## src/rtl/mem_sched_pkg.sv

```systemverilog
// Shared types for the memory-side weighted round-robin scheduler.
// Default sizing lives here; the top's parameters default to these values.
package mem_sched_pkg;

    localparam int MS_NUM_MASTER      = 4;
    localparam int MS_MAX_OUTSTANDING = 4;
    localparam int MS_WEIGHT_W        = 4;

    typedef logic [31:0] address_t;
    typedef logic [63:0] dcache_line_t;

    typedef enum logic {ARB, HOLD} sched_state_t;

    typedef logic [$clog2(MS_NUM_MASTER)-1:0] master_id_t;
    typedef logic [MS_WEIGHT_W-1:0]           weight_t;

endpackage

```

## src/rtl/mem_sched_arbiter_if.sv

```systemverilog
// Requester-side and memory-side bus of the scheduler.
// slave = the arbiter's view; master = requesters plus memory controller.
interface mem_sched_arbiter_if import mem_sched_pkg::*; #(
    parameter int NUM_MASTER = MS_NUM_MASTER
) ();

    logic [NUM_MASTER-1:0] m_req_valid;
    logic [NUM_MASTER-1:0] m_req_write;
    address_t              m_req_address  [NUM_MASTER];
    dcache_line_t          m_req_data     [NUM_MASTER];
    logic [NUM_MASTER-1:0] m_req_ready;
    logic [NUM_MASTER-1:0] m_resp_valid;
    address_t              m_resp_address [NUM_MASTER];
    dcache_line_t          m_resp_data    [NUM_MASTER];

    logic                  s_req_read;
    logic                  s_req_write;
    address_t              s_req_address;
    dcache_line_t          s_req_data;
    logic                  s_req_available;
    logic                  s_resp_valid;
    address_t              s_resp_address;
    dcache_line_t          s_resp_data;

    modport slave (
        input  m_req_valid, m_req_write, m_req_address, m_req_data,
        input  s_req_available, s_resp_valid, s_resp_address, s_resp_data,
        output m_req_ready, m_resp_valid, m_resp_address, m_resp_data,
        output s_req_read, s_req_write, s_req_address, s_req_data
    );

    modport master (
        output m_req_valid, m_req_write, m_req_address, m_req_data,
        output s_req_available, s_resp_valid, s_resp_address, s_resp_data,
        input  m_req_ready, m_resp_valid, m_resp_address, m_resp_data,
        input  s_req_read, s_req_write, s_req_address, s_req_data
    );

endinterface

```

## src/rtl/sync_fifo.sv

```systemverilog
// Generic single-clock FIFO; SIZE must be a power of 2, at least 2.
// Read data is the registered head (0-cycle show-ahead); caller must not push when full.
module sync_fifo #(
    parameter int WIDTH = 8,
    parameter int SIZE  = 4
) (
    input  logic                   i_clk,
    input  logic                   i_rst_n,
    input  logic                   i_push,
    input  logic [WIDTH-1:0]       i_push_dat,
    input  logic                   i_pop,
    output logic [WIDTH-1:0]       o_pop_dat,
    output logic                   o_empty,
    output logic                   o_full,
    output logic [$clog2(SIZE):0]  o_count
);

    localparam int AW = $clog2(SIZE);

    logic [WIDTH-1:0] r_mem [SIZE];
    logic [AW-1:0]    r_wr_ptr;
    logic [AW-1:0]    r_rd_ptr;
    logic [AW:0]      r_count;

    always_ff @(posedge i_clk or negedge i_rst_n) begin
        if (!i_rst_n) begin
            r_wr_ptr <= '0;
            r_rd_ptr <= '0;
            r_count  <= '0;
        end else begin
            if (i_push) r_wr_ptr <= r_wr_ptr + 1'b1;
            if (i_pop)  r_rd_ptr <= r_rd_ptr + 1'b1;
            if (i_push && !i_pop)      r_count <= r_count + 1'b1;
            else if (!i_push && i_pop) r_count <= r_count - 1'b1;
        end
    end

    always_ff @(posedge i_clk) begin
        if (i_push) r_mem[r_wr_ptr] <= i_push_dat;
    end

    assign o_pop_dat = r_mem[r_rd_ptr];
    assign o_empty   = (r_count == '0);
    assign o_full    = (r_count == (AW+1)'(SIZE));
    assign o_count   = r_count;

endmodule

```

## src/rtl/mem_sched_arbiter.sv

```systemverilog
// Weighted round-robin share of one memory port with in-order read tag routing; MEM_SCHED_PERF_CNT_EN adds grant counters.
// Latency: request and response both pass through combinationally (0 cycles).
// Backpressure: m_req_ready drops when memory is unavailable, reads stall when MAX_OUTSTANDING are in flight.
module mem_sched_arbiter import mem_sched_pkg::*; #(
    parameter int NUM_MASTER      = MS_NUM_MASTER,
    parameter int MAX_OUTSTANDING = MS_MAX_OUTSTANDING,
    parameter int WEIGHT_W        = MS_WEIGHT_W
) (
    input  logic                               i_clk,
    input  logic                               i_rst_n,
    mem_sched_arbiter_if.slave                 bus,
    input  logic [WEIGHT_W*NUM_MASTER-1:0]     i_cfg_weight,
    output logic [$clog2(MAX_OUTSTANDING):0]   o_outstanding_cnt,
    output logic                               o_err_orphan_resp,
    output logic [32*NUM_MASTER-1:0]           o_perf_grant_cnt
);

    sched_state_t          r_state;
    master_id_t            r_rr_ptr;
    master_id_t            r_owner;
    weight_t               r_credit;
    logic                  r_err_orphan;

    logic [NUM_MASTER-1:0] w_elig;
    logic                  w_found;
    master_id_t            w_winner;
    logic                  w_gnt_vld;
    master_id_t            w_gnt_id;
    weight_t               w_wt;
    weight_t               w_credit_init;
    logic                  w_push;
    logic                  w_pop;
    logic                  w_empty;
    logic                  w_full;
    master_id_t            w_head;

    // Read slots come from the registered count only; a same-cycle pop frees nothing yet.
    assign w_elig = {NUM_MASTER{i_rst_n & bus.s_req_available}} & bus.m_req_valid
                  & (bus.m_req_write | {NUM_MASTER{~w_full}});

    always_comb begin
        master_id_t idx;
        idx      = r_rr_ptr;
        w_found  = 1'b0;
        w_winner = r_rr_ptr;
        for (int k = 0; k < NUM_MASTER; k++) begin
            idx = r_rr_ptr + master_id_t'(k);
            if (!w_found && w_elig[idx]) begin
                w_found  = 1'b1;
                w_winner = idx;
            end
        end
    end

    always_comb begin
        w_gnt_vld = 1'b0;
        w_gnt_id  = r_owner;
        if (r_state == ARB) begin
            w_gnt_vld = w_found;
            if (w_found) w_gnt_id = w_winner;
        end else begin
            w_gnt_vld = w_elig[r_owner];
        end
    end

    assign w_wt          = i_cfg_weight[int'(w_gnt_id)*WEIGHT_W +: WEIGHT_W];
    assign w_credit_init = (w_wt == '0) ? '0 : w_wt - 1'b1;

    always_ff @(posedge i_clk or negedge i_rst_n) begin
        if (!i_rst_n) begin
            r_state  <= ARB;
            r_rr_ptr <= '0;
            r_owner  <= '0;
            r_credit <= '0;
        end else begin
            case (r_state)
                ARB: begin
                    if (w_found) begin
                        r_owner  <= w_winner;
                        r_rr_ptr <= w_winner + 1'b1;
                        r_credit <= w_credit_init;
                        r_state  <= (w_credit_init != '0) ? HOLD : ARB;
                    end
                end
                HOLD: begin
                    // Owner walking away forfeits whatever quantum it had left.
                    if (!bus.m_req_valid[r_owner]) begin
                        r_state  <= ARB;
                        r_credit <= '0;
                    end else if (w_gnt_vld) begin
                        r_credit <= r_credit - 1'b1;
                        if (r_credit == weight_t'(1)) r_state <= ARB;
                    end
                end
                default: r_state <= ARB;
            endcase
        end
    end

    always_comb begin
        bus.m_req_ready = '0;
        if (w_gnt_vld) bus.m_req_ready[w_gnt_id] = 1'b1;
    end

    assign bus.s_req_read    = w_gnt_vld & ~bus.m_req_write[w_gnt_id];
    assign bus.s_req_write   = w_gnt_vld &  bus.m_req_write[w_gnt_id];
    assign bus.s_req_address = bus.m_req_address[w_gnt_id];
    assign bus.s_req_data    = bus.m_req_data[w_gnt_id];

    assign w_push = bus.s_req_read;
    assign w_pop  = bus.s_resp_valid & ~w_empty;

    sync_fifo #(
        .WIDTH ($bits(master_id_t)),
        .SIZE  (MAX_OUTSTANDING)
    ) u_tag_q (
        .i_clk      (i_clk),
        .i_rst_n    (i_rst_n),
        .i_push     (w_push),
        .i_push_dat (w_gnt_id),
        .i_pop      (w_pop),
        .o_pop_dat  (w_head),
        .o_empty    (w_empty),
        .o_full     (w_full),
        .o_count    (o_outstanding_cnt)
    );

    always_comb begin
        bus.m_resp_valid = '0;
        if (w_pop) bus.m_resp_valid[w_head] = 1'b1;
        for (int i = 0; i < NUM_MASTER; i++) begin
            bus.m_resp_address[i] = bus.s_resp_address;
            bus.m_resp_data[i]    = bus.s_resp_data;
        end
    end

    always_ff @(posedge i_clk or negedge i_rst_n) begin
        if (!i_rst_n)                         r_err_orphan <= 1'b0;
        else if (bus.s_resp_valid && w_empty) r_err_orphan <= 1'b1;
    end

    assign o_err_orphan_resp = r_err_orphan;

`ifdef MEM_SCHED_PERF_CNT_EN
    logic [31:0] r_perf_cnt [NUM_MASTER];

    always_ff @(posedge i_clk or negedge i_rst_n) begin
        if (!i_rst_n) begin
            for (int i = 0; i < NUM_MASTER; i++) r_perf_cnt[i] <= '0;
        end else begin
            for (int i = 0; i < NUM_MASTER; i++) begin
                if (w_gnt_vld && w_gnt_id == master_id_t'(i) && r_perf_cnt[i] != 32'hFFFF_FFFF)
                    r_perf_cnt[i] <= r_perf_cnt[i] + 32'd1;
            end
        end
    end

    always_comb begin
        for (int i = 0; i < NUM_MASTER; i++) o_perf_grant_cnt[32*i +: 32] = r_perf_cnt[i];
    end
`else
    assign o_perf_grant_cnt = '0;
`endif

endmodule

```

## src/flat_wrapper.sv

```systemverilog
// flat-port wrapper written by rule: the top's interface ports become plain ports
module mem_sched_arbiter_flat import mem_sched_pkg::*;
#(
    parameter int NUM_MASTER      = MS_NUM_MASTER,
    parameter int MAX_OUTSTANDING = MS_MAX_OUTSTANDING,
    parameter int WEIGHT_W        = MS_WEIGHT_W
)
  (i_clk, i_rst_n, i_cfg_weight, o_outstanding_cnt, o_err_orphan_resp, o_perf_grant_cnt, bus_m_req_valid, bus_m_req_write, bus_m_req_address, bus_m_req_data, bus_s_req_available, bus_s_resp_valid, bus_s_resp_address, bus_s_resp_data, bus_m_req_ready, bus_m_resp_valid, bus_m_resp_address, bus_m_resp_data, bus_s_req_read, bus_s_req_write, bus_s_req_address, bus_s_req_data);
  mem_sched_arbiter_if #(.NUM_MASTER(NUM_MASTER)) bus_i ();
  input  logic i_clk;
  input  logic i_rst_n;
  input  logic [WEIGHT_W*NUM_MASTER-1:0] i_cfg_weight;
  output logic [$clog2(MAX_OUTSTANDING):0] o_outstanding_cnt;
  output logic o_err_orphan_resp;
  output logic [32*NUM_MASTER-1:0] o_perf_grant_cnt;
  input wire logic [$bits(bus_i.m_req_valid)-1:0] bus_m_req_valid;
  input wire logic [$bits(bus_i.m_req_write)-1:0] bus_m_req_write;
  input wire logic [$bits(bus_i.m_req_address)-1:0] bus_m_req_address;
  input wire logic [$bits(bus_i.m_req_data)-1:0] bus_m_req_data;
  input wire logic [$bits(bus_i.s_req_available)-1:0] bus_s_req_available;
  input wire logic [$bits(bus_i.s_resp_valid)-1:0] bus_s_resp_valid;
  input wire logic [$bits(bus_i.s_resp_address)-1:0] bus_s_resp_address;
  input wire logic [$bits(bus_i.s_resp_data)-1:0] bus_s_resp_data;
  output wire logic [$bits(bus_i.m_req_ready)-1:0] bus_m_req_ready;
  output wire logic [$bits(bus_i.m_resp_valid)-1:0] bus_m_resp_valid;
  output wire logic [$bits(bus_i.m_resp_address)-1:0] bus_m_resp_address;
  output wire logic [$bits(bus_i.m_resp_data)-1:0] bus_m_resp_data;
  output wire logic [$bits(bus_i.s_req_read)-1:0] bus_s_req_read;
  output wire logic [$bits(bus_i.s_req_write)-1:0] bus_s_req_write;
  output wire logic [$bits(bus_i.s_req_address)-1:0] bus_s_req_address;
  output wire logic [$bits(bus_i.s_req_data)-1:0] bus_s_req_data;
  assign bus_i.m_req_valid = bus_m_req_valid;
  assign bus_i.m_req_write = bus_m_req_write;
  assign bus_i.m_req_address = {>>{bus_m_req_address}};
  assign bus_i.m_req_data = {>>{bus_m_req_data}};
  assign bus_i.s_req_available = bus_s_req_available;
  assign bus_i.s_resp_valid = bus_s_resp_valid;
  assign bus_i.s_resp_address = bus_s_resp_address;
  assign bus_i.s_resp_data = bus_s_resp_data;
  assign bus_m_req_ready = bus_i.m_req_ready;
  assign bus_m_resp_valid = bus_i.m_resp_valid;
  assign bus_m_resp_address = {>>{bus_i.m_resp_address}};
  assign bus_m_resp_data = {>>{bus_i.m_resp_data}};
  assign bus_s_req_read = bus_i.s_req_read;
  assign bus_s_req_write = bus_i.s_req_write;
  assign bus_s_req_address = bus_i.s_req_address;
  assign bus_s_req_data = bus_i.s_req_data;
  mem_sched_arbiter #(.NUM_MASTER(NUM_MASTER), .MAX_OUTSTANDING(MAX_OUTSTANDING), .WEIGHT_W(WEIGHT_W)) u_core (.i_clk(i_clk), .i_rst_n(i_rst_n), .bus(bus_i), .i_cfg_weight(i_cfg_weight), .o_outstanding_cnt(o_outstanding_cnt), .o_err_orphan_resp(o_err_orphan_resp), .o_perf_grant_cnt(o_perf_grant_cnt));
endmodule
```

## config.mk

```make
export PLATFORM = sky130hd
export DESIGN_NAME = mem_sched_arbiter_flat
export DESIGN_NICKNAME = d
export VERILOG_FILES = /design/src/rtl/mem_sched_pkg.sv /design/src/rtl/mem_sched_arbiter_if.sv /design/src/rtl/sync_fifo.sv /design/src/rtl/mem_sched_arbiter.sv /design/src/flat_wrapper.sv
export SDC_FILE = /design/constraint.sdc
export NUM_CORES = 1
export LEC_CHECK = 0
export ABC_AREA = 0
export ABC_CLOCK_PERIOD_IN_PS = 9700
export CAP_MARGIN = 0
export CORE_AREA = 5 5 431 433
export CTS_CLUSTER_DIAMETER = 100
export DETAILED_ROUTE_END_ITERATION = 8
export DIE_AREA = 0 0 436 438
export SKIP_LAST_GASP = 1
export SYNTH_ARGS = -nofsm -noshare
export SYNTH_HDL_FRONTEND = slang
export SYNTH_SLANG_ARGS = --single-unit
```

## constraint.sdc

```tcl
create_clock -name i_clk -period 9.7 [get_ports i_clk]
set_clock_uncertainty 0.05 [all_clocks]
set_input_delay 1.455 -clock i_clk [delete_from_list [all_inputs] [get_ports i_clk]]
set_output_delay 1.455 -clock i_clk [all_outputs]
set_load 0.01 [all_outputs]
```

After elaboration in Yosys (flattened, before gate mapping). Memory sizes are Yosys's and may differ from the RTL's. Cells that the tools add are included.

Register bits: 17. Bits in latches: 0. RAM bits: 8. Bits in read-only memories: 0. Input bits: 508. Output and inout bits: 622. Logic and storage cells: 116. Memories: 1.

$add $sub $neg: 10. $mul: 0. Div/mod/pow operators: 0. Order comparisons: 10. Equal/unequal tests: 4. Shifts and indexed selects: 1. Mux-type cells: 51. Bitwise logic cells: 12. Reductions and logical operators: 19.

Memory list: u_core.u_tag_q.r_mem (words 4, width 2, rd ports 1, clocked after Yosys merged registers in 0, write ports 1, line sync_fifo.sv:20) `logic [WIDTH-1:0] r_mem [SIZE];`.

Operators by type and width (number): binary-select mux 64 bit (select 2 bit) (1); two-way mux 64 bit (2); binary-select mux 32 bit (select 2 bit) (1); two-way mux 32 bit (2); two-way mux 4 bit (6); < comparator 2 x 3 -> 1 bit, second input constant (7); two-way mux 1 bit (21); indexed part select 16 x 5 -> 4 bit (1); binary-select mux 1 bit (select 2 bit) (7); two-way mux 2 bit (5); adder 2 x 1 -> 2 bit, second input constant (4); AND 4 bit (2); logical AND 1 bit (8); case mux 4 bit (2 select lines) (1); subtractor 4 x 1 -> 4 bit, second input constant (2); two-way mux 3 bit (2); logical NOT 1 bit (5); adder 2 bit, second input constant (2); AND 1 bit (4); demux 1 bit (select 2 bit) (2); == test 4 x 1 -> 1 bit, second input constant (1); greater-or-equal comparator 2 x 1 -> 1 bit, second input constant (2); logical NOT 4 bit (1); inverter 1 bit (4); 13 further kinds (14).

Longest topological paths before layout. Gate-level depths: netlist of the first run.

Depth in word-level cells: 26. Depth in mapped cells: 17. Depth with buffers taken out: 15.

Modules after synthesis. Synthesis of the first run repeated with hierarchy kept, for this count alone.

Cells, all modules: 1243. Area, all modules: 8813.5 sq um.

Modules (own cells, without submodules): mem_sched_arbiter (instances 1, cells each 1199, area each 8130.3 sq um, seq. area each 250.2 sq um); sync_fifo (instances 1, cells each 44, area each 683.2 sq um, seq. area each 415.4 sq um).

Worst setup path before layout of the first run. No wires, ideal clock.

Path kind: input port to output port. Start point: in bus_m_req_write[1]. End point: out bus_s_req_address[0]. Data arrival time: 3683 ps. Data required time: 8195 ps. Slack: 4512 ps. Stages: 11. Buffers on the path: 2. Cell sequence: or4b_1 > a2111oi_2 > o21bai_1 > a221o_2 > nor2_2 > a21oi_4 > buf_4 > clkbuf_1 > nand2_1 > and3_1 > a31oi_1.

Word-level cells in the longest chain between the ends: 20. Elaborated cells on any way between the ends: 29. Classes of those cells: mux (20); bitwise (3); reduce/logical (6).

RTL lines: from (decl) (line flat_wrapper.sv:17) `input wire logic [$bits(bus_i.m_req_write)-1:0] bus_m_req_write;`; bitwise OR 4 bit (*) (line mem_sched_arbiter.sv:39) `& (bus.m_req_write | {NUM_MASTER{~w_full}});`; AND 4 bit (*) (line mem_sched_arbiter.sv:39); binary-select mux 1 bit (select 2 bit) (line mem_sched_arbiter.sv:48) `if (!w_found && w_elig[idx]) begin`; two-way mux 1 bit (implied by the code) (line mem_sched_arbiter.sv:48); two-way mux 1 bit (line mem_sched_arbiter.sv:48); logical NOT 1 bit (line mem_sched_arbiter.sv:48); logical AND 1 bit (line mem_sched_arbiter.sv:48); two-way mux 1 bit (line mem_sched_arbiter.sv:48); (+2 left out); two-way mux 1 bit (line mem_sched_arbiter.sv:48); logical NOT 1 bit (line mem_sched_arbiter.sv:48); logical AND 1 bit (line mem_sched_arbiter.sv:48); two-way mux 2 bit or two-way mux 1 bit (tied branches) (line mem_sched_arbiter.sv:48); two-way mux 2 bit (*) (2 in series); inverter 2 -> 3 bit (implied by the code) (*) (line mem_sched_arbiter.sv:107) `assign bus.s_req_address = bus.m_req_address[w_gnt_id];`; binary-select mux 32 bit (select 2 bit) (*) (line mem_sched_arbiter.sv:107); two-way mux 32 bit (implied by the code) (*) (2 in series) (line mem_sched_arbiter.sv:107); to (decl) (line flat_wrapper.sv:30) `output wire logic [$bits(bus_i.s_req_address)-1:0] bus_s_req_address;`.

Every way passes the cells marked *; elsewhere a longest branch is shown, timed or not. The select of a mux whose other input is x is not followed.

Worst setup path after layout of the first run.
Start point: in bus_m_req_write[3]. End point: out bus_s_req_data[55].

Word-level cells in the longest chain between the ends: 20. Elaborated cells on any way between the ends: 29. Classes of those cells: mux (20); bitwise (3); reduce/logical (6).

RTL lines: bitwise OR 4 bit (*) (line mem_sched_arbiter.sv:39); AND 4 bit (*) (line mem_sched_arbiter.sv:39); binary-select mux 1 bit (select 2 bit) (line mem_sched_arbiter.sv:48); two-way mux 1 bit (implied by the code) (line mem_sched_arbiter.sv:48); two-way mux 1 bit (line mem_sched_arbiter.sv:48); logical NOT 1 bit (line mem_sched_arbiter.sv:48); logical AND 1 bit (line mem_sched_arbiter.sv:48); two-way mux 1 bit (line mem_sched_arbiter.sv:48); (+2 left out); two-way mux 1 bit (line mem_sched_arbiter.sv:48); logical NOT 1 bit (line mem_sched_arbiter.sv:48); logical AND 1 bit (line mem_sched_arbiter.sv:48); two-way mux 2 bit or two-way mux 1 bit (tied branches) (line mem_sched_arbiter.sv:48); two-way mux 2 bit (*) (2 in series); inverter 2 -> 3 bit (implied by the code) (*) (line mem_sched_arbiter.sv:108) `assign bus.s_req_data = bus.m_req_data[w_gnt_id];`; binary-select mux 64 bit (select 2 bit) (*) (line mem_sched_arbiter.sv:108); two-way mux 64 bit (implied by the code) (*) (2 in series) (line mem_sched_arbiter.sv:108); to (decl) (line flat_wrapper.sv:31) `output wire logic [$bits(bus_i.s_req_data)-1:0] bus_s_req_data;`.

Marks and branches as above.

==> results.md, run 1 <==
Run status:
- The run finished with clean final reports.

STA:
- Setup repair after global routing left no endpoint under its margin.
- The max-slew violation count came to 0.
- After routing, the total negative slack on setup checks comes to 0 ps.
- The shortest clock period the worst path allows after layout is between 8000 and 9000 ps.
- The number of hold-slack violations in the final timing report is 0.
- At the pin with the least slew margin, the transition time is 992 ps.
- The portion of the clock cycle consumed by the worst path in the final layout is 83.6%.
- The headroom to the max-slew limit is 33.8%.
- For this run, the top clock speed supported by timing is around 120 MHz.
- The number of endpoints failing setup at the final stage is 0.

Synth:
- In this run the mean area of a mapped cell was around 6.5 um2.
- The number of standard cells after synthesis is 1,325.
- The share of async-settable or async-resettable flops after synthesis is between 60% and 70%.
- The synthesized area is 8580 um2.
- The number of warnings issued by yosys is 0.
- The total of flip-flops plus latches after synthesis is 25.
- After synthesis, the netlist uses 58 different library cells.
- In this run, synthesis inferred 8 flip-flops with an integrated enable.
- Among all flip-flop cells after synthesis, the most frequent one is dfrtp_1.
- For this run, the register share of the synthesized area comes to 7.76%.

Setup path:
- Data on the critical path arrives at its endpoint at between 6000 and 7000 ps.
- The slowest stage of the critical path belongs to the cell clkdlybuf4s50_1.
- Broken down by cell family, the worst path's largest delay share belongs to buffers and inverters.
- The critical path goes through clkdlybuf4s50_1 > nor4b_1 > o22ai_1 > o21ai_1 > nor2_2 > a21oi_4 > buf_12 > nand2_1 > and3_1 > a31oi_1 > clkdlybuf4s50_1.
- The worst setup path is captured at a primary output.
- Counting both buffers and inverters, the worst setup path holds a total of 3.
- The worst setup path is launched from an input pin.
- Along the worst path, the maximum fanout reaches 123.
- The critical path is of the input pin to primary output type.
- The required time at the worst-slack endpoint is 8200 ps.
- The biggest cell delay along the critical path is 1010 ps.
- The most frequent cell on the critical path is clkdlybuf4s50_1.

Floorplanning:
- The chip height is between 400 and 500 um.
- The floorplan row count is 157.
- The floorplan die area is 191,000 um2.
- The area of the core is 182,000 um2.
- Pin placement for this block handled around 1.1k I/O pins.
- The initial utilization of the core area, before any placement, comes to under 10%.
- The width of the die is 436 um.

Global routing:
- The global-route congestion overflow total is 0.
- The total routing resource utilization after global routing is 8.94%.
- Entering global routing, the biggest net connects approximately 120 pins.
- The initial antenna violation count is 9.
- The via count of the first global-routing pass came to 8,412.
- The first global-routing pass estimated 109 mm of wire.

Placed design:
- The count of port buffers added during placement is 521.
- The HPWL reported at the end of detailed placement is 84.4 mm.
- The placer's final routability congestion estimate is 1.01.

Pwr:
- The maximum vdd ir drop is roughly 0.00025 V.
- In this run the power density over the cells is 302 nW/um2.
- The design draws 0.00402 W.
- The standby leakage power is approximately 4.6 nW.

Clock network:
- In this run the deepest clock path goes through 2 buffers.
- After clock tree synthesis, the clock-pin slew on the worst setup and hold paths is 60 ps.
- The tree is rooted in a clkbuf_16.
- The number of resized instances in the post-cts repair step is 0.
- The tree built by TritonCTS fans out to 25 sinks.
- The number of hold buffers added after CTS was 0.
- The TritonCTS clock tree is built.
- After clock tree synthesis, the setup repair step added 0 buffers.
- The number of CTS-inserted buffers is 3.
- For the worst-skew pair, the clock arrives at the later sink with an insertion delay of 260 ps.
- The number of H-tree levels is 1.

Detailed routing:
- The total wire length after detailed routing is between 90 and 100 mm.
- The length of the first detailed-routing pass in iterations is 5.
- The post-detailed-route via-to-cell ratio is 2.30.
- The detailed-route DRC error count is 0.
- The count of nets left with antenna violations once routing finished came out at 0.
- The number of DRC markers in iteration 0 is roughly 720.
- The vias after detailed routing is about 8.7k.
- The average routed wire per standard cell is roughly 24 um.

Hold path:
- The path class of the tightest hold or removal check is register to register.

Final layout:
- The final core utilization is 7.33%.
- In the final layout, the share of cells above drive strength 1 is 2.63%.
- The area growth from synthesis to layout is 55.4%.
- The total number of nets in the final design is 1,924.

Run:
- The max-cap violation count is 0.
where the power goes:
group | internal, W | switching (W)
combinational | 0.00127 | 0.00244
sequential | 0.000156 | 0.0000654
clock | 0.0000559 | 0.0000366
path summary, 6_finish.rpt:
check                           slack, ps  cells after the start                               endpoint                                  start
min in group asynchronous            1550                      2  u_core.u_tag_q.o_count[0]$_DFFE_PN0P_                                i_rst_n
max in group asynchronous            7820                      2         u_core.r_rr_ptr[0]$_DFFE_PN0P_                                i_rst_n
worst max register to register       4930                     12  u_core.u_tag_q.o_count[1]$_DFFE_PN0P_  u_core.u_tag_q.o_count[1]$_DFFE_PN0P_
worst min register to register        420                      1   u_core.o_err_orphan_resp$_DFFE_PN0P_   u_core.o_err_orphan_resp$_DFFE_PN0P_
worst min-delay path                  420                      1   u_core.o_err_orphan_resp$_DFFE_PN0P_   u_core.o_err_orphan_resp$_DFFE_PN0P_
worst max-delay path                 1590                     11                     bus_s_req_data[55]                     bus_m_req_write[3]
cells by family after synthesis:
family,count (synthesis),share of synthesized area [%]
other cells,1,0.0437
mux,20,3.15
xor+xnor,7,0.715
flops,25,7.76
compound gates,135,10.5
buf+inv,593,48.8
simple gates,535,27.5
fa+ha+maj,9,1.40
state kept, by name (all words and copies together) (netlist names):
name and flops:
u_core.u_tag_q.r_mem 8, u_core.r_credit 4, u_core.u_tag_q.o_count 3, u_core.r_owner 2, u_core.r_rr_ptr 2, u_core.u_tag_q.r_rd_ptr 2, u_core.u_tag_q.r_wr_ptr 2, u_core.o_err_orphan_resp 1
u_core.r_state 1
layer usage:
layer / vias to the layer above / part of all wire (%) / track usage (%)
li1: 3846 / - / -
met1: 4033 / 29 / 8.16
met2: 706 / 51 / 16.2
met3: 128 / 17 / 6.48
met4: 2 / 2.2 / 1.65
met5: - / 0.014 / 0
worst reg2reg max path: cells and delay by family, from the launching register on:
| kind | cells | cell delay [ps] |
|---|---|---|
| AO/OA/AOI/OAI | 3 | 1070 |
| adder cells (fa/ha/maj) | 2 | 690 |
| buffers and inverters | 3 | 830 |
| flip-flops | 1 | 570 |
| multiplexers | 2 | 800 |
| AND/OR/NAND/NOR | 2 | 640 |
layout by cell type, fill, tap and decap left out, types with 8 or more instances in the layout:
| cell | instances |
|---|---|
| clkdlybuf4s50_1 | 521 |
| nand2_1 | 393 |
| nor3_1 | 8 |
| dfrtp_1 | 17 |
| conb_1 | 128 |
| and3_1 | 99 |
| ha_1 | 8 |
| inv_1 | 12 |
| mux2i_1 | 12 |
| a31oi_1 | 98 |
| nor2_1 | 13 |
| edfxtp_1 | 8 |
cell type report:
class / instances / area, um2
flip-flops and latches: 25 / 666
fillers: 21344 / 168000
well taps: 2385 / 2980
clock buffers: 3 / 75.1
clock inverters: 1 / 7.51
multi-input cells: 834 / 4200
diodes: 1 / 2.50
repair buffers: 529 / 5330
inverters: 14 / 65.1
cell usage after synthesis, types with 4 or more instances:
cell      count  area [um2]
a21oi_1       6        30.0
a31oi_1      98         613
and2_1        4        25.0
and3_1       99         619
buf_2        15        75.1
buf_4       514        3860
clkbuf_1     48         180
dfrtp_1      17         425
edfxtp_1      8         240
ha_1          8         100
inv_1        12        45.0
mux2i_1      12         120
mux4_2        4        90.1
nand2_1     393        1480
nand3_1       6        30.0
nor2_1       13        48.8
nor3_1        8        40.0
o21ai_0       5        25.0
o22ai_1       4        25.0
xnor2_1       4        35.0
stage by stage:
step	instances	hold slack, ps	instance area, um2	setup WS (ps)
floorplan	1452	431	9050	4510
global placement	3787	392	13200	1480
detailed placement	3787	404	13200	1670
CTS	3791	416	13300	1650
global route	3792	441	13300	1420
finish	3792	420	13300	1590
Power figures use the tool's default switching activity.
==> inputs of run 2 (changes only) <==
--- a/config.mk
+++ b/config.mk
@@ -6,12 +6,12 @@
 export NUM_CORES = 1
 export LEC_CHECK = 0
 export ABC_AREA = 0
-export ABC_CLOCK_PERIOD_IN_PS = 9700
+export ABC_CLOCK_PERIOD_IN_PS = 8300
 export CAP_MARGIN = 0
-export CORE_AREA = 5 5 431 433
+export CORE_AREA = 5 5 434 436
 export CTS_CLUSTER_DIAMETER = 100
 export DETAILED_ROUTE_END_ITERATION = 8
-export DIE_AREA = 0 0 436 438
+export DIE_AREA = 0 0 439 441
 export SKIP_LAST_GASP = 1
 export SYNTH_ARGS = -nofsm -noshare
 export SYNTH_HDL_FRONTEND = slang
==> constraint.sdc (replaced) <==
create_clock -name i_clk -period 8.3 [get_ports i_clk]
set_clock_uncertainty 0.05 [all_clocks]
set_input_delay 1.245 -clock i_clk [delete_from_list [all_inputs] [get_ports i_clk]]
set_output_delay 1.245 -clock i_clk [all_outputs]
set_load 0.01 [all_outputs]
==> run 2 against run 1 <==
  * Sequential power increased by 19%
  * Sequential share of layout area is essentially flat
  * Global-route usage decreased by 0.12 points
  * Design area rose by 0.49%
  * Hold slack improved by 4.4 ps
  * Die area increased by 1.4%
  * Critical path depth is 2 higher
  * Total power increased by 17%
  * Largest cell class unchanged
  * Largest power group unchanged
==> results.md, run 2 (synthesis gave the netlist of run 1 again) <==
Detailed routing:
- The number of DRC markers in iteration 0 is 1,172.
- In the final routed layout, each cell accounts on average for 23.8 um.
- The met3 wirelength from detailed routing is 17.0 mm.
- The vias after detailed routing is 8,929.
- The detailed router put a total of 24.3 mm of wire on met1.
- For this run, design rule violations remaining after detail routing come to 0.
- The uppermost layer routed is met5.
- Before antenna repair, the detailed router went through 8 iterations.
- Once detail routing completed, the nets flagged for antenna violations numbered 0.
- The met2 wire length is 48.6 mm.
- The post-detailed-route via-to-cell ratio is 2.29.
- The total wire length after detailed routing is 92.6 mm.

STA:
- In the post-route analysis, the smallest setup slack over all paths is 1040 ps.
- The max-slew violation count is 0.
- The headroom to the max-slew limit is 34.4%.
- For the pin with the worst max-slew slack, the measured transition is 984 ps.
- Setup repair after global routing left no endpoint under its margin.
- For this run, the top clock speed supported by timing is 138 MHz.
- Summed over all failing endpoints, the final setup total negative slack is 0 ps.
- Subtracting the final worst setup slack from the clock period gives 7260 ps.
- The number of hold-slack violations in the final timing report is 0.
- Hold timing on the final database bottoms out at a slack of between 400 and 500 ps.
- The portion of the clock cycle consumed by the worst path in the final layout is 87.5%.
- Setup violations remaining at the end of the flow were counted as 0.

Setup path:
- STA classifies the critical path startpoint as an input pin.
- The worst setup path is captured at a primary output.
- In this run the critical register-to-register path is launched from u_core.u_tag_q.o_count[1]$_DFFE_PN0P_.
- The endpoint of the most critical register-to-register path is u_core.r_state$_DFF_PN0_.
- The number of cells on the worst reg-to-reg path is 14.
- Setup slack on the worst reg-to-reg path comes out at 3290 ps.
- For the worst setup path, the data required time is 7010 ps.
- Together, buffers and inverters on the worst path number 4.
- The class of the most critical setup path is input pin to primary output.
- Data arrives at the worst endpoint at 5960 ps.
- The cell type of the slowest stage on the worst timing path is clkdlybuf4s50_1.
- Of all nets on the critical path, the largest fanout is 98.
- In this design, the stage delay of the slowest critical-path cell is 850 ps.
- The most frequent cell on the critical path is clkdlybuf4s50_1.
- The signal on the critical path passes through clkdlybuf4s50_1 > nand3_1 > o22ai_1 > o21ai_0 > a221o_2 > nor2_2 > a21oi_4 > inv_6 > buf_12 > nand2_1 > and3_1 > a31oi_1 > clkdlybuf4s50_1.
- Counting buffers and inverters, the worst setup path is 13 cells deep.
- The kind of cell with the highest combined delay along the critical path is buffers and inverters.

Final layout:
- Leaving out fill and tap cells, the most frequent cell in the layout is clkdlybuf4s50_1.
- The number of fillers in the final layout is between 20k and 25k.
- The post-route netlist has 4.26% of its cells at a drive strength greater than 1.
- The library cells used most frequently in the layout, excluding fill and tap cells, are clkdlybuf4s50_1 (500), nand2_1 (393), conb_1 (128), and3_1 (99), a31oi_1 (98).
- The total number of nets in the final design is 1,925.
- The flip-flop count of the largest register, all copies and words added is 8.
- The area of the multi-input gates is 4210 um2.
- The area growth from synthesis to layout is 56.2%.
- The finished layout holds 3,893 standard cells, fillers aside.
- Counting flops per register, the top entry is u_core.u_tag_q.r_mem.
- In the final layout, flip-flops and latches occupy 666 um2.

Floorplanning:
- The chip height is approximately 440 um.
- The floorplan row count is 158.
- The die covers 194,000 um2.
- The effective utilization at floorplan is ~4.7%.
- From left edge to right edge, the die measures 439 um.
- The total I/O pin count is 1,130.
- The area of the core is 184,000 um2.

Global routing:
- The via count of the first global-routing pass is 8,283.
- The global-route congestion overflow total is 0.
- Entering global routing, the biggest net connects 116 pins.
- The initial antenna violation count is 13.
- The total routing resource utilization after global routing is 8.83%.
- The wire length of the first global-routing pass is approximately 110 mm.

Placed design:
- Routability-driven placement finished with a final weighted congestion of 0.911.
- The worst setup timing slack at the placement stage is 875 ps.
- The count of buffers added on input and output ports is 521.
- The HPWL reported at the end of detailed placement is 85.6 mm.
- The cell total after placement is 3,883.

Clock network:
- TritonCTS built the clock tree.
- The number of CTS-inserted buffers is 3.
- The clock latency of the later-clocked register in the worst-skew pair is 270 ps.
- In this run the clock root is driven by a clkbuf_16.
- The setup fix buffers added after clock tree synthesis is 0.
- CTS built an H-tree with a depth of 1.
- The number of clock sinks is 25.
- The number of buffers inserted by hold repair at cts is 0.
- The number of resized instances in the post-cts repair step is 0.
- In this run the deepest clock path goes through 2 buffers.
- Clock-pin slew was measured on the worst setup and hold paths at about 70 ps.

Hold path:
- The worst hold path stage count is 1.
- The hold path endpoint is u_core.o_err_orphan_resp$_DFFE_PN0P_.
- The worst hold path begins at u_core.o_err_orphan_resp$_DFFE_PN0P_.
- The path class of the tightest hold or removal check is register to register.

Pwr:
- Per report_power, the combinational group accounts for 92.0% of the total.
- Across the VDD grid, the largest voltage drop is 0.000166 V.
- The internal power consumption is 0.00169 W.
- The total power divided by cell area is between 300 and 400 nW/um2.
- Net switching is 64.1% of the power.
- The analysis attributes to cell leakage a power of approximately 4.7 nW.
- The share of power burned in registers is roughly 5.6%.
- The clock network is responsible for under 10% of the overall power.
- For this design the total switching power over the nets is 0.00302 W.
- The overall power of the completed layout is 0.00471 W.

Run status:
- The flow ran to the end, and the final reports show no timing, DRC or antenna violations.

Run:
- The tool flagged a number of max-cap violations equal to 0.
## run 2: worst max path at each step
stage / start / end / slack, ps
after floorplan: bus_m_req_write[1] / bus_s_req_address[0] / 3530
after global placement: i_rst_n / bus_s_req_data[0] / 780
after detailed placement: i_rst_n / bus_s_req_data[0] / 880
after CTS: i_rst_n / bus_s_req_data[0] / 840
after global routing: i_rst_n / bus_s_req_data[0] / 650
final: i_rst_n / bus_s_req_data[33] / 1040
## run 2: final cells by class
class / count / area share, %
Timing Repair Buffer: 530 / 39.2
Antenna cell: 6 / 0.112
Multi-Input combinational cell: 834 / 31.4
Sequential cell: 25 / 4.97
Tap cell: 2480 / 23.2
Clock buffer: 3 / 0.561
Clock inverter: 1 / 0.0561
Inverter: 14 / 0.486
## run 2: metal layers
metal  GRT usage (%)  vias to the layer above
met5               0                        -
met4            2.12                        6
met3            6.95                      122
met2            16.3                      793
met1            7.29                     4152
li1                -                     3856
## run 2: power by group through the flow
stage | clock [W] | sequential, W | combinational [W]
after detailed placement | 0 | 0.000267 | 0.00461
after CTS | 0.000123 | 0.000265 | 0.00463
after global placement | 0 | 0.000264 | 0.00461
after floorplan | 0 | 0.000229 | 0.00188
after global routing | 0.000127 | 0.000273 | 0.00474
final | 0.000117 | 0.000262 | 0.00433
## run 2: stage by stage
step / util, % / area, um2
final: 7.27 / 13400
after global routing: 7.26 / 13400
after CTS: 7.26 / 13400
after detailed placement: 7.22 / 13300
after global placement: 7.22 / 13300
after floorplan: - / 9050
